[src/rtl/instr_prefetch_queue.sv]
// Instruction prefetch queue: reads 16-bit words from an instruction RAM and
// delivers them to the consumer as a little-endian byte stream.
module instr_prefetch_queue #(
    parameter int unsigned AW         = 11,
    parameter int unsigned DEPTH      = 8,
    parameter logic [AW:0] RESET_ADDR = '0
) (
    input  logic                     clk,
    input  logic                     resetn,
    input  logic                     flush,
    input  logic [AW:0]              flush_addr,
    output logic [AW-1:0]            ram_adb,
    output logic                     ram_ceb,
    output logic                     ram_oce,
    input  logic [15:0]              ram_dout,
    output logic [7:0]               q_byte,
    output logic                     q_valid,
    input  logic                     q_ready,
    output logic [$clog2(DEPTH):0]   q_count,
    output logic [AW:0]              fetch_addr
);

    localparam int unsigned PW      = $clog2(DEPTH);
    localparam int unsigned CW      = PW + 1;
    localparam int unsigned CreditW = CW + 1;
    localparam int unsigned FW      = AW + 1;
    localparam logic [CreditW-1:0] DepthC = CreditW'(DEPTH);

    logic [7:0]    mem_q [DEPTH];
    logic [CW-1:0] count_q, count_d;
    logic [PW-1:0] head_q, tail_q, tail_d;
    logic [AW-1:0] wptr_q;
    logic [FW-1:0] faddr_q;
    logic          skip_q;
    logic          inflight_q;
    logic          running_q;

    logic               issue, push, pop;
    logic [1:0]         push_cnt;
    logic [CreditW-1:0] credit;

    // Credit reserves room for the in-flight word and the one about to be issued.
    always_comb begin
        credit  = CreditW'(count_q) + CreditW'({inflight_q, 1'b0}) + CreditW'(2);
        issue   = running_q && !flush && (credit <= DepthC);
        push    = inflight_q && !flush;
        q_valid = (count_q != '0) && !flush;
        pop     = q_valid && q_ready;
        push_cnt = 2'd0;
        if (push) begin
            push_cnt = skip_q ? 2'd1 : 2'd2;
        end
        count_d = count_q + CW'(push_cnt) - CW'(pop);
        tail_d  = tail_q + PW'(push_cnt);
    end

    always_ff @(posedge clk) begin
        if (push) begin
            if (skip_q) begin
                mem_q[tail_q] <= ram_dout[15:8];
            end else begin
                mem_q[tail_q]          <= ram_dout[7:0];
                mem_q[tail_q + PW'(1)] <= ram_dout[15:8];
            end
        end
    end

    always_ff @(posedge clk or negedge resetn) begin
        if (!resetn) begin
            count_q    <= '0;
            head_q     <= '0;
            tail_q     <= '0;
            wptr_q     <= RESET_ADDR[AW:1];
            faddr_q    <= RESET_ADDR;
            skip_q     <= 1'b0;
            inflight_q <= 1'b0;
            running_q  <= 1'b0;
        end else begin
            running_q  <= 1'b1;
            inflight_q <= issue;
            if (flush) begin
                count_q <= '0;
                head_q  <= '0;
                tail_q  <= '0;
                wptr_q  <= flush_addr[AW:1];
                faddr_q <= flush_addr;
                skip_q  <= flush_addr[0];
            end else begin
                count_q <= count_d;
                tail_q  <= tail_d;
                if (pop) begin
                    head_q  <= head_q + PW'(1);
                    faddr_q <= faddr_q + FW'(1);
                end
                if (issue) begin
                    wptr_q <= wptr_q + AW'(1);
                end
                // First edge out of reset behaves like a flush to RESET_ADDR.
                if (!running_q) begin
                    skip_q <= RESET_ADDR[0];
                end else if (push) begin
                    skip_q <= 1'b0;
                end
            end
        end
    end

    assign ram_adb    = wptr_q;
    assign ram_ceb    = issue;
    assign ram_oce    = 1'b1;
    assign q_byte     = mem_q[head_q];
    assign q_count    = count_q;
    assign fetch_addr = faddr_q;

endmodule

[config.mk]
export PLATFORM = sky130hd
export DESIGN_NAME = instr_prefetch_queue
export DESIGN_NICKNAME = d
export VERILOG_FILES = /design/src/rtl/instr_prefetch_queue.sv
export SDC_FILE = /design/constraint.sdc
export NUM_CORES = 1
export LEC_CHECK = 0
export CORE_MARGIN = 2
export CORE_UTILIZATION = 50
export DETAILED_ROUTE_END_ITERATION = 6
export PLACE_DENSITY = 0.73
export SYNTH_ARGS = -nofsm -noshare
export SYNTH_HDL_FRONTEND = slang
export SYNTH_SLANG_ARGS = --single-unit
[constraint.sdc]
create_clock -name clk -period 7.8 [get_ports clk]
set_input_delay 1.17 -clock clk [delete_from_list [all_inputs] [get_ports clk]]
set_output_delay 1.17 -clock clk [all_outputs]
set_load 0.02 [all_outputs]
Word-level counts from Yosys, hierarchy flattened. Memories as Yosys holds them, arrays and structs flattened. Index checks and enable logic that the tools add are counted.

Bits in registers: 36. Bits in latches: 0. RAM bits: 64. ROM bits: 0. Memories kept: 1.

Memory list: mem_q (words 8, bits a word 8, read ports 1, clocked after Yosys merged registers in 0, write ports 2, line 29) `logic [7:0] mem_q [DEPTH];`.

$add $sub $neg: 9. Multipliers: 0. Div/mod/pow operators: 0. Order comparisons: 1. Equality and inequality tests: 1. Shift-type cells: 0. Muxes and demuxes: 20. Bitwise logic cells: 1. Reductions and logical operators: 9.

Operators with widths (count): $mux 12 (2); $mux 11 (2); $add 12x1->12 const B (1); $add 11x1->11 const B (1); $mux 1 (9); $mux 3 (3); $mux 8 (1); $add 3x1->3 const B (2); $add 4x2->5 (1); $add 5x2->5 const B (1); $le 5x4->1 const B (1); $logic_and 1x1->1 (5); $add 4x2->4 (1); $mux 2 (2); $mux 4 (1); $reduce_bool 2->1 (2); $reduce_bool 4->1 (1); $sub 4x1->4 (1); $add 3x2->3 (1); $ne 3x2->1 const B (1); $logic_not 1->1 (1); $or 1x1->1 (1).

Logic depth before layout (Yosys ltp).
Word-level depth: 6. Mapped depth: 12. Gate-level depth less buffers: 12.

Least setup slack after synthesis. Ideal clock, no wire load.

Kind: input port to output port. Start point: input flush. End point: output ram_ceb. Data arrival time: 2.163 ns. Data required time: 6.630 ns. Slack: 4.467 ns. Cell stages on the path: 4. Path buffers: 3. Cells stage by stage: clkbuf_1 > clkbuf_1 > clkbuf_1 > nor2_1.

Word-level cells in the longest chain between the ends: 3.

Ends and longest elaborated chain: start: declaration (line 10) `input logic flush,`; $logic_not 1->1 (line 45) `issue = running_q && !flush && (credit <= DepthC);`; $logic_and 1x1->1 (2 in series) (line 45); end: declaration (line 13) `output logic ram_ceb,`.

No other way between the ends.

==> impl_metrics.toml <==
[yosys]
synthDistinctLibCells = 55
synth_edf_count = 64
syn_inst = 419
synth-seq-cells = 100
yosys_most_used_dff = "edfxtp_1"
synth_top_area_frac = 0.345
async_flop_share = 0.360
synth_top_cell_by_area = "edfxtp_1"
synth.top_cells.by_count = "mux2_2, edfxtp_1, dfrtp_1"
synth_seq_area_share = 0.506
yosysMostFrequentCell = "mux2_2"
synth.avg_cell_area_um2 = 13.3
syn_area_um2 = 5580
synthTopCellsByArea = "edfxtp_1, dfrtp_1, mux2_2"
ys_warn_count = 0

[clocking]
cts.clk_slew.worst_paths_ps = 90
hold_buffers = 0
root_buffer = "clkbuf_8"
cts_resized = 0
cts_inserted_buffers = 9
cts.sinks = 100
htree_num_levels = 3
cts_tree = "built"
cts_buffer_depth = 2
clock_latency_ps = 380
postCtsSetupRepairBufs = 0

[finish]
drive_gt1_frac = 0.265
syn_to_final_growth_pct = 18.0
multi_input_area_um2 = 2590
finalInstanceArea_um2 = 6580
fin_nets = 538
regArea_um2 = 2820
fin_util = 0.607
diodes = 0
n_fill_cell = 888

[sta]
slew_violations = 0
setup_viol = 0
fin_crit_ps = 4200
relSlewSlack = 0.315
finalHoldViolations = 0
post-route-period-util = 0.538
finalClockSkew_ps = 17.8
max_freq_mhz = 238
rsz0062_at_grt = "false"
fin_setup_tns_ps = 0
tightest_slew_ps = 1020

[drt]
viasPerCell = 6.02
drt_iter0_markers = 347
drcViolationCount = 0
drtAntennaViolNets = 0
via_count = 3814
detail_route.wirelength_um = 13100
drt_first_pass_iters = 5
post_drt_wl_per_cell_um = 20.7

[power]
clockPowerShare = 0.203
ir_drop_mv = 0.101
p_switching_mw = 0.513
power.density_nw_per_um2 = 228
seqPwrFrac = 0.441
p_leak_nw = 2.40
power.internal_mw = 0.987
swShare = 0.342
combPwrFrac = 0.356

[flow_run]
cap_violations = 0

[place]
place_area_um2 = 6400
gp_congestion = 0.807
place_hpwl_um = 9290
port_buffers = 68

[floorplanning]
die-area_um2 = 12000
initial_core_util = 0.515
die_h_um = 110
core_um2 = 10800
die_x_um = 110
ioPinCount = 70
rows = 38

[global_route]
grt_pass1_vias = 3791
grt_overflow = 0
antenna_found_initial = 0
grt_pass1_wl_um = 20600
gr-max-usage-layer = "met2"
grt_use_met3 = 0.0219
met1_usage = 0.350
track_usage = 0.232
grtUsageMet2 = 0.355
grt_start_max_net_pins = 43

[critical_path]
regToRegStartpoint = "skip_q$_DFFE_PN0P_"
crit_start = "flush"
cp_slowest_cell = "nor3b_2"
cp_cell_sequence = "clkdlybuf4s50_1, buf_4, nor3b_2, inv_2, or4_1, o21ai_0"
startpoint_type = "input port"
critPathMaxStageDelay_ps = 860
crit_type = "in -> reg"
required_ps = 7790
worstPathArrival_ps = 4190
crit_path_end_kind = "register"
critical_path.max_fanout = 42

[outcome]
status = "finished, final reports clean"

[worst_hold_path]
hold_class = "reg -> reg"
hp-start = "inflight_q$_DFF_PN0_"
==> worst paths after layout <==
path	slack, ps	cells past startpoint	end
max	3600	6	mem_q[5][6]$_DFFE_PP_
min	520	1	skip_q$_DFFE_PN0P_
max reg2reg	4710	4	mem_q[5][6]$_DFFE_PP_
min reg2reg	520	1	skip_q$_DFFE_PN0P_
max in group asynchronous	6410	1	fetch_addr[11]$_DFFE_PN0P_
min in group asynchronous	880	1	ram_adb[0]$_DFFE_PN0P_
==> power groups by stage <==
stage / Combinational (mW) / Clock [mW] / Sequential, mW
floorplan: 0.318 / 0 / 0.684
global placement: 0.521 / 0 / 0.671
detailed placement: 0.533 / 0 / 0.672
CTS: 0.535 / 0.309 / 0.661
global route: 0.580 / 0.331 / 0.667
finish: 0.534 / 0.305 / 0.661
==> logic make-up (layout without fill, tap and decap cells) <==
group	count (synthesis)	count (layout)	share of synthesized area
fa+ha+maj	17	17	0.0408
other cells	1	2	0.000672
mux	103	103	0.245
flops	100	100	0.506
buf+inv	41	115	0.0298
xor+xnor	9	9	0.0141
compound gates	51	51	0.0675
simple gates	97	97	0.0965
==> area by class of cell <==
class,count,area share
well taps,140,0.0266
clock buffers,9,0.0188
inverters,25,0.0143
multi-input cells,279,0.394
flip-flops and latches,100,0.429
repair buffers,74,0.110
clock inverters,7,0.00798
==> critical path: cells and delay by family <==
kind | cells | cell delay, ps
AND/OR/NAND/NOR | 2 | 1640
buffers and inverters | 3 | 870
AO/OA/AOI/OAI | 1 | 500
==> flip-flops by register name, summed over array words and instances, names as in the netlist <==
register,cells
mem_q,64
tail_q,3
running_q,1
fetch_addr,12
head_q,3
ram_adb,11
inflight_q,1
skip_q,1
q_count,4
==> layer usage <==
layer | part of all wire | up-vias
met5 | 0 | -
met3 | 0.047 | 16
met1 | 0.46 | 1930
met4 | 0.012 | 0
li1 | - | 1759
met2 | 0.48 | 109
==> through the flow <==
stage | hold slack, ps | cells | setup WS, ps | total power [mW]
finish | 521 | 634 | 3600 | 1.50
global route | 561 | 634 | 3440 | 1.58
CTS | 533 | 634 | 3560 | 1.50
detailed placement | 512 | 618 | 3180 | 1.20
global placement | 523 | 618 | 3380 | 1.19
floorplan | 455 | 420 | 4470 | 1.00
==> placed cells by master, fill, tap and decap left out, types with 3 or more instances in the layout <==
cell type	instances
a221o_1	3
buf_4	6
nor2_1	17
edfxtp_1	64
nand3_1	13
a21oi_1	3
mux2i_1	5
xnor2_1	3
nor2b_1	7
nor3_1	3
nand2_1	24
nor4_1	6
o21ai_0	14
clkbuf_8	9
nand2b_1	3
xor2_1	6
clkinvlp_4	3
a311o_1	3
ha_1	15
mux2_2	74
nand4_1	7
a31oi_1	6
inv_1	23
o211ai_1	3
mux2_4	8
clkdlybuf4s50_1	67
o311ai_0	6
mux4_2	16
o31ai_1	3
dfrtp_1	36
(Power assumes the default switching activity.)
